--- src/rtl/input_page_writer.sv ---
// input_page_writer: accepts a valid/ready word stream one event (BX) at a time,
// writes each event into its own page of a paged BRAM, publishes per-page entry
// counts, and hands closed pages to the consumer with a start pulse and the BX.
// The stream is held off while every page is handed off and not yet released.
module input_page_writer #(
  parameter int RAM_WIDTH = 32,
  parameter int RAM_DEPTH = 16,
  parameter int PAGES     = 2,
  parameter int NENT_W    = 6,
  parameter int ADDR_W    = 5
) (
  input  logic                      clk,
  input  logic                      reset,
  input  logic                      s_valid,
  output logic                      s_ready,
  input  logic [RAM_WIDTH-1:0]      s_data,
  input  logic                      s_last,
  input  logic                      s_empty,
  output logic                      mem_wea,
  output logic [ADDR_W-1:0]         mem_writeaddr,
  output logic [RAM_WIDTH-1:0]      mem_din,
  output logic [PAGES*NENT_W-1:0]   nent_flat,
  output logic                      start_out,
  output logic [1:0]                bx_out,
  input  logic                      done_in,
  output logic                      overflow
);

  localparam int PAGE_W  = $clog2(PAGES);
  localparam int DEPTH_W = $clog2(RAM_DEPTH);
  localparam int IDX_W   = DEPTH_W + 1;   // idx must reach RAM_DEPTH itself
  localparam int BUSY_W  = PAGE_W + 1;    // busy must reach PAGES itself

  localparam logic [IDX_W-1:0]  DEPTH_C = IDX_W'(RAM_DEPTH);
  localparam logic [BUSY_W-1:0] PAGES_C = BUSY_W'(PAGES);

  logic [PAGE_W-1:0]    wrPage;
  logic [PAGE_W-1:0]    nextPage;
  logic [IDX_W-1:0]     idx;
  logic [BUSY_W-1:0]    busy;
  logic [BUSY_W-1:0]    busyNext;
  logic [1:0]           bxCnt;
  logic                 readyReg;
  logic                 weaReg;
  logic [ADDR_W-1:0]    addrReg;
  logic [RAM_WIDTH-1:0] dinReg;
  logic                 startReg;
  logic [1:0]           bxOutReg;
  logic                 overflowReg;

  logic accept;
  logic hasData;
  logic doWrite;
  logic doOverflow;
  logic doClose;
  logic doFree;

  // Beat decode; an empty closing beat carries no payload.
  assign accept     = s_valid & readyReg;
  assign hasData    = ~(s_last & s_empty);
  assign doWrite    = accept & hasData & (idx < DEPTH_C);
  assign doOverflow = accept & hasData & (idx == DEPTH_C);
  assign doClose    = accept & s_last;
  assign doFree     = done_in & (busy != '0);
  assign nextPage   = wrPage + PAGE_W'(1);   // pages are a power of 2, so this wraps

  // Handed-off page count: a close and a release in the same cycle cancel out.
  always_comb begin
    busyNext = busy;
    if (doClose && !doFree) begin
      busyNext = busy + BUSY_W'(1);
    end else if (!doClose && doFree) begin
      busyNext = busy - BUSY_W'(1);
    end
  end

  // Page/index/BX bookkeeping plus the registered ready flag.
  // Ready is computed from the next busy value so it is a pure register output.
  always_ff @(posedge clk or negedge reset) begin
    if (!reset) begin
      wrPage   <= '0;
      idx      <= '0;
      busy     <= '0;
      bxCnt    <= '0;
      readyReg <= 1'b0;
    end else begin
      busy     <= busyNext;
      readyReg <= (busyNext < PAGES_C);
      if (doClose) begin
        wrPage <= nextPage;
        idx    <= '0;
        bxCnt  <= bxCnt + 2'd1;
      end else if (doWrite) begin
        idx <= idx + IDX_W'(1);
      end
    end
  end

  // Registered BRAM write port; address and data hold between writes.
  always_ff @(posedge clk or negedge reset) begin
    if (!reset) begin
      weaReg  <= 1'b0;
      addrReg <= '0;
      dinReg  <= '0;
    end else begin
      weaReg <= doWrite;
      if (doWrite) begin
        addrReg <= {wrPage, idx[DEPTH_W-1:0]};
        dinReg  <= s_data;
      end
    end
  end

  // Close handshake to the consumer and sticky overflow flag.
  always_ff @(posedge clk or negedge reset) begin
    if (!reset) begin
      startReg    <= 1'b0;
      bxOutReg    <= '0;
      overflowReg <= 1'b0;
    end else begin
      startReg <= doClose;
      if (doClose) begin
        bxOutReg <= bxCnt;
      end
      if (doOverflow) begin
        overflowReg <= 1'b1;
      end
    end
  end

  // Per-page entry counters: cleared when the page becomes the fill page,
  // incremented on each write into it. Freed pages keep their count until reuse.
  for (genvar gi = 0; gi < PAGES; gi++) begin : gPage
    logic [NENT_W-1:0] nentReg;

    // Entry count of page gi.
    always_ff @(posedge clk or negedge reset) begin
      if (!reset) begin
        nentReg <= '0;
      end else if (doClose && (nextPage == PAGE_W'(gi))) begin
        nentReg <= '0;
      end else if (doWrite && (wrPage == PAGE_W'(gi))) begin
        nentReg <= nentReg + NENT_W'(1);
      end
    end

    assign nent_flat[gi*NENT_W +: NENT_W] = nentReg;
  end

  assign s_ready       = readyReg;
  assign mem_wea       = weaReg;
  assign mem_writeaddr = addrReg;
  assign mem_din       = dinReg;
  assign start_out     = startReg;
  assign bx_out        = bxOutReg;
  assign overflow      = overflowReg;

endmodule

--- config.mk ---
export PLATFORM = sky130hd
export DESIGN_NAME = input_page_writer
export DESIGN_NICKNAME = d
export VERILOG_FILES = /design/src/rtl/input_page_writer.sv
export SDC_FILE = /design/constraint.sdc
export NUM_CORES = 1
export LEC_CHECK = 0
export BUFFER_PORTS_ARGS = -buffer_cell sky130_fd_sc_hd__buf_2
export CAP_MARGIN = 30
export CORE_ASPECT_RATIO = 1.4
export CORE_MARGIN = 4
export CORE_UTILIZATION = 54
export CTS_CLUSTER_DIAMETER = 80
export DETAILED_ROUTE_END_ITERATION = 10
export PLACE_DENSITY = 0.82
export RECOVER_POWER = 25
export SKIP_LAST_GASP = 1
export SLEW_MARGIN = 15
export SYNTH_ARGS = -nofsm -noshare
export SYNTH_HDL_FRONTEND = slang
export SYNTH_SLANG_ARGS = --single-unit
--- constraint.sdc ---
create_clock -name clk -period 4.2 [get_ports clk]
set_input_delay 0.21 -clock clk [delete_from_list [all_inputs] [get_ports clk]]
set_output_delay 0.21 -clock clk [all_outputs]
set_load 0.01 [all_outputs]
==> summary.txt <==
Timing
  – Fmax: 431 MHz
  – Worst-Margin Slew: a little under 0.9 ns
  – Post-route minimum period: 2.32 ns
  – Worst Skew: 0.00873 ns
  – Setup TNS: 0 ns
  – Tcrit/Tclk final: 0.553
  – Pins Over Slew Limit: 0
  – Unrepaired setup endpoints after global routing: no
  – Setup violations, final: 0
  – Final Hold Vio Count: 0
  – Headroom to the max-slew limit: 0.408

Logic synthesis
  – FF+latch count, synth: 65
  – Synth Area in XOR/XNOR: 0.0406
  – Top FF cell, synth: dfrtp_1
  – Count leader, synth: dfrtp_1
  – Main combinational cell family by area after synthesis: multiplexers
  – Simple-gate area share of the yosys netlist: 0.0937
  – Post-synth ARST share: 1.00
  – Leading area contributor after synthesis: dfrtp_1
  – Top cells by count, synth: dfrtp_1, mux2_2, nand2_1, xnor2_1
  – Post-synthesis sequential area ratio: 0.580
  – Netlist cell types: 37
  – Mux share of post-synthesis cell area: 0.156
  – Post-Syn Area: 2810 µm²
  – Post-Syn Area per Cell: 12.7 µm²
  – Synth Instances: 221
  – Syn. warnings: 0
  – Post-synth EDFFs: 0
  – Synth Area in Compound Gates: 0.0589
  – Ranking of synthesized cells by area: dfrtp_1, mux2_2, xnor2_1
  – Post-Synth Adder-Cell Area: 0.0312
  – Syn Nets: 266
  – Post-synth top area share: 0.580

Floorplan
  – CORE AREA: about 5000 µm²
  – Die height: 93.3 µm
  – # rows: 30
  – Die width: 68.9 µm
  – Die area: 6430 µm²
  – Initial Utilization: 0.566
  – IO Count: 93

Setup path
  – Max Fanout on Critical Path: 30
  – Worst Setup End Kind: flip-flop
  – Reg2Reg Launch Point: s_ready$_DFF_PN0_
  – Worst r2r dst: mem_din[6]$_DFFE_PN0P_
  – Reg2Reg Setup Slack: 1.88 ns
  – Reg2Reg Depth: 5
  – Crit Path Class: flip-flop to flip-flop
  – Worst Setup Start Kind: flip-flop
  – Worst EP required: 4.42 ns
  – CP arrival: 2.54 ns

Min path
  – Hold path cells: 2
  – Min-Delay Path Class: input pin to flip-flop
  – HP Start: s_data[11]
  – Worst Hold Path EP: mem_din[11]$_DFFE_PN0P_

Detailed routing
  – Vias: 2014
  – Routed WL: 5.84 mm
  – DRC Markers: 0
  – DRT Pass-1 Iters: 4
  – Antenna Violating Nets Remaining: 0
  – 1st-iter DRT viols: 123
  – DR WL/cell: 15.2 µm
  – Drt via density: roughly 5.2

Power and ir drop
  – Static Leak: 1.61 nW
  – Total power per unit cell area: 755 nW/µm²
  – Clock power frac: 0.217
  – Sw Pwr: 0.000931 W
  – Pwr Total: about 0.0026 W
  – Switch share: 0.355
  – Peak VDD IR: 498 µV
  – Logic pwr share: 0.355
  – Flop pwr share: 0.428
  – Internal: roughly 0.0017 W

Final layout
  – Nets: 360
  – Non-filler cells, final: 384
  – Final Util: 0.701
  – Post-Layout Inst Area: 3470 µm²
  – Share of layout cells above drive strength 1: 0.378
  – Sequential cell area: approximately 1600 µm²
  – Fillcell total: approximately 400
  – Multi-input logic area: 1070 µm²
  – Number of diodes: 0
  – Synthesis-to-layout area growth: 23.8%

GRT
  – Maximum number of pins on one net before global-route repair: 50
  – First-pass GRT wire length: just over 9 mm
  – Initial antenna violation count: 0
  – GR Overflow Total: 0
  – Vias in the first global route: roughly 2000
  – Gr usage total: 0.193

Placement
  – Area after DPL: about 3300 µm²
  – Post-DP HPWL: 4.15 mm
  – Buffers on Ports: 92
  – RD Place Congestion: 0.756
  – Placed cell count: 367

Clocking
  – Clock transition at path regs: around 0.080 ns
  – Post-CTS resize count: 0
  – Longest Clk Path Bufs: 2
  – TritonCTS clock tree: yes
  – Worst skew pair latency: 0.34 ns
  – Clock Sink Count: 65
  – Hold-fix buffers at CTS: 1
  – Clk root buf: clkbuf_8
  – CTS Buf Count: 9
  – Htree depth: 3
  – Setup Fix Bufs, Post-CTS: 0

Flow run
  – MaxCap Viol Count: 0

Status
  – Status: finished clean
cell usage in the layout (no fill, tap or decap), types with 4 or more instances in the layout:
master and count:
dfrtp_1 65, ha_1 7, mux2_2 37, nand3_1 7, clkbuf_1 31, a21oi_1 8, o21ai_0 5, clkbuf_8 9
inv_1 8, xnor2_1 13, buf_2 61, nand2_1 16, o22ai_1 5, nor2_1 6, nor3_1 4
how the worst max path moves through the flow:
stage               slack [ns]               from                 endpoint  cells after the start
floorplan                 2.45  s_ready$_DFF_PN0_                flip-flop                      6
global placement          1.95  s_ready$_DFF_PN0_  mem_din[30]$_DFFE_PN0P_                      5
detailed placement        1.89  s_ready$_DFF_PN0_  mem_din[17]$_DFFE_PN0P_                      5
CTS                       1.87  s_ready$_DFF_PN0_   mem_din[6]$_DFFE_PN0P_                      5
global route              1.77  s_ready$_DFF_PN0_   mem_din[6]$_DFFE_PN0P_                      5
finish                    1.88  s_ready$_DFF_PN0_   mem_din[6]$_DFFE_PN0P_                      5
per-stage QoR:
step,setup WS [ns],hold WS (ns)
2_1_floorplan,2.45,-0.0856
3_3_place_gp,1.95,0.138
3_5_place_dp,1.89,0.145
4_1_cts,1.87,0.0891
5_1_grt,1.77,0.0871
6_report,1.88,0.100
area by class of cell:
class                      count  area share
sequential                    65       0.468
multi-input combinational    135       0.307
timing repair buffer          95       0.129
clock buffer                   9      0.0357
clock inverter                 7      0.0274
tap                           64      0.0231
inverter                       9     0.00973
power by group through the flow:
stage / combinational (W) / sequential (W) / clock (W)
3_3_place_gp: 0.000939 / 0.00111 / 0
4_1_cts: 0.000983 / 0.00112 / 0.000582
6_report: 0.000931 / 0.00112 / 0.000569
3_5_place_dp: 0.000974 / 0.00113 / 0
2_1_floorplan: 0.000506 / 0.00121 / 0
5_1_grt: 0.00104 / 0.00116 / 0.000612
logic make-up after synthesis:
family	after synthesis
xor+xnor	13
fa+ha+maj	7
buf+inv	21
mux	39
simple gates	49
flops	65
compound gates	27
layer usage:
| layer | vias up | share of wire | GRT usage |
|---|---|---|---|
| li1 | 963 | - | - |
| met1 | 962 | 0.40 | 0.223 |
| met2 | 76 | 0.49 | 0.314 |
| met3 | 13 | 0.088 | 0.0493 |
| met4 | 0 | 0.026 | 0.111 |
| met5 | - | 0 | 0 |
worst max-delay path: stages, from the launching register on:
cell	delay, ns
dfrtp_1	0.37
nand2_2	0.13
or3_4	0.47
inv_1	0.39
buf_4	0.44
mux2_2	0.39
state kept, by name, summed over array words and instances, names as in the netlist, named ones only:
register,cells
idx,5
busy,1
mem_writeaddr,5
gPage.nentReg,12
start_out,1
s_ready,1
mem_din,32
mem_wea,1
overflow,1
wrPage,1
bx_out,2
bxCnt,2
No activity file was read; power rests on OpenSTA's default activity.
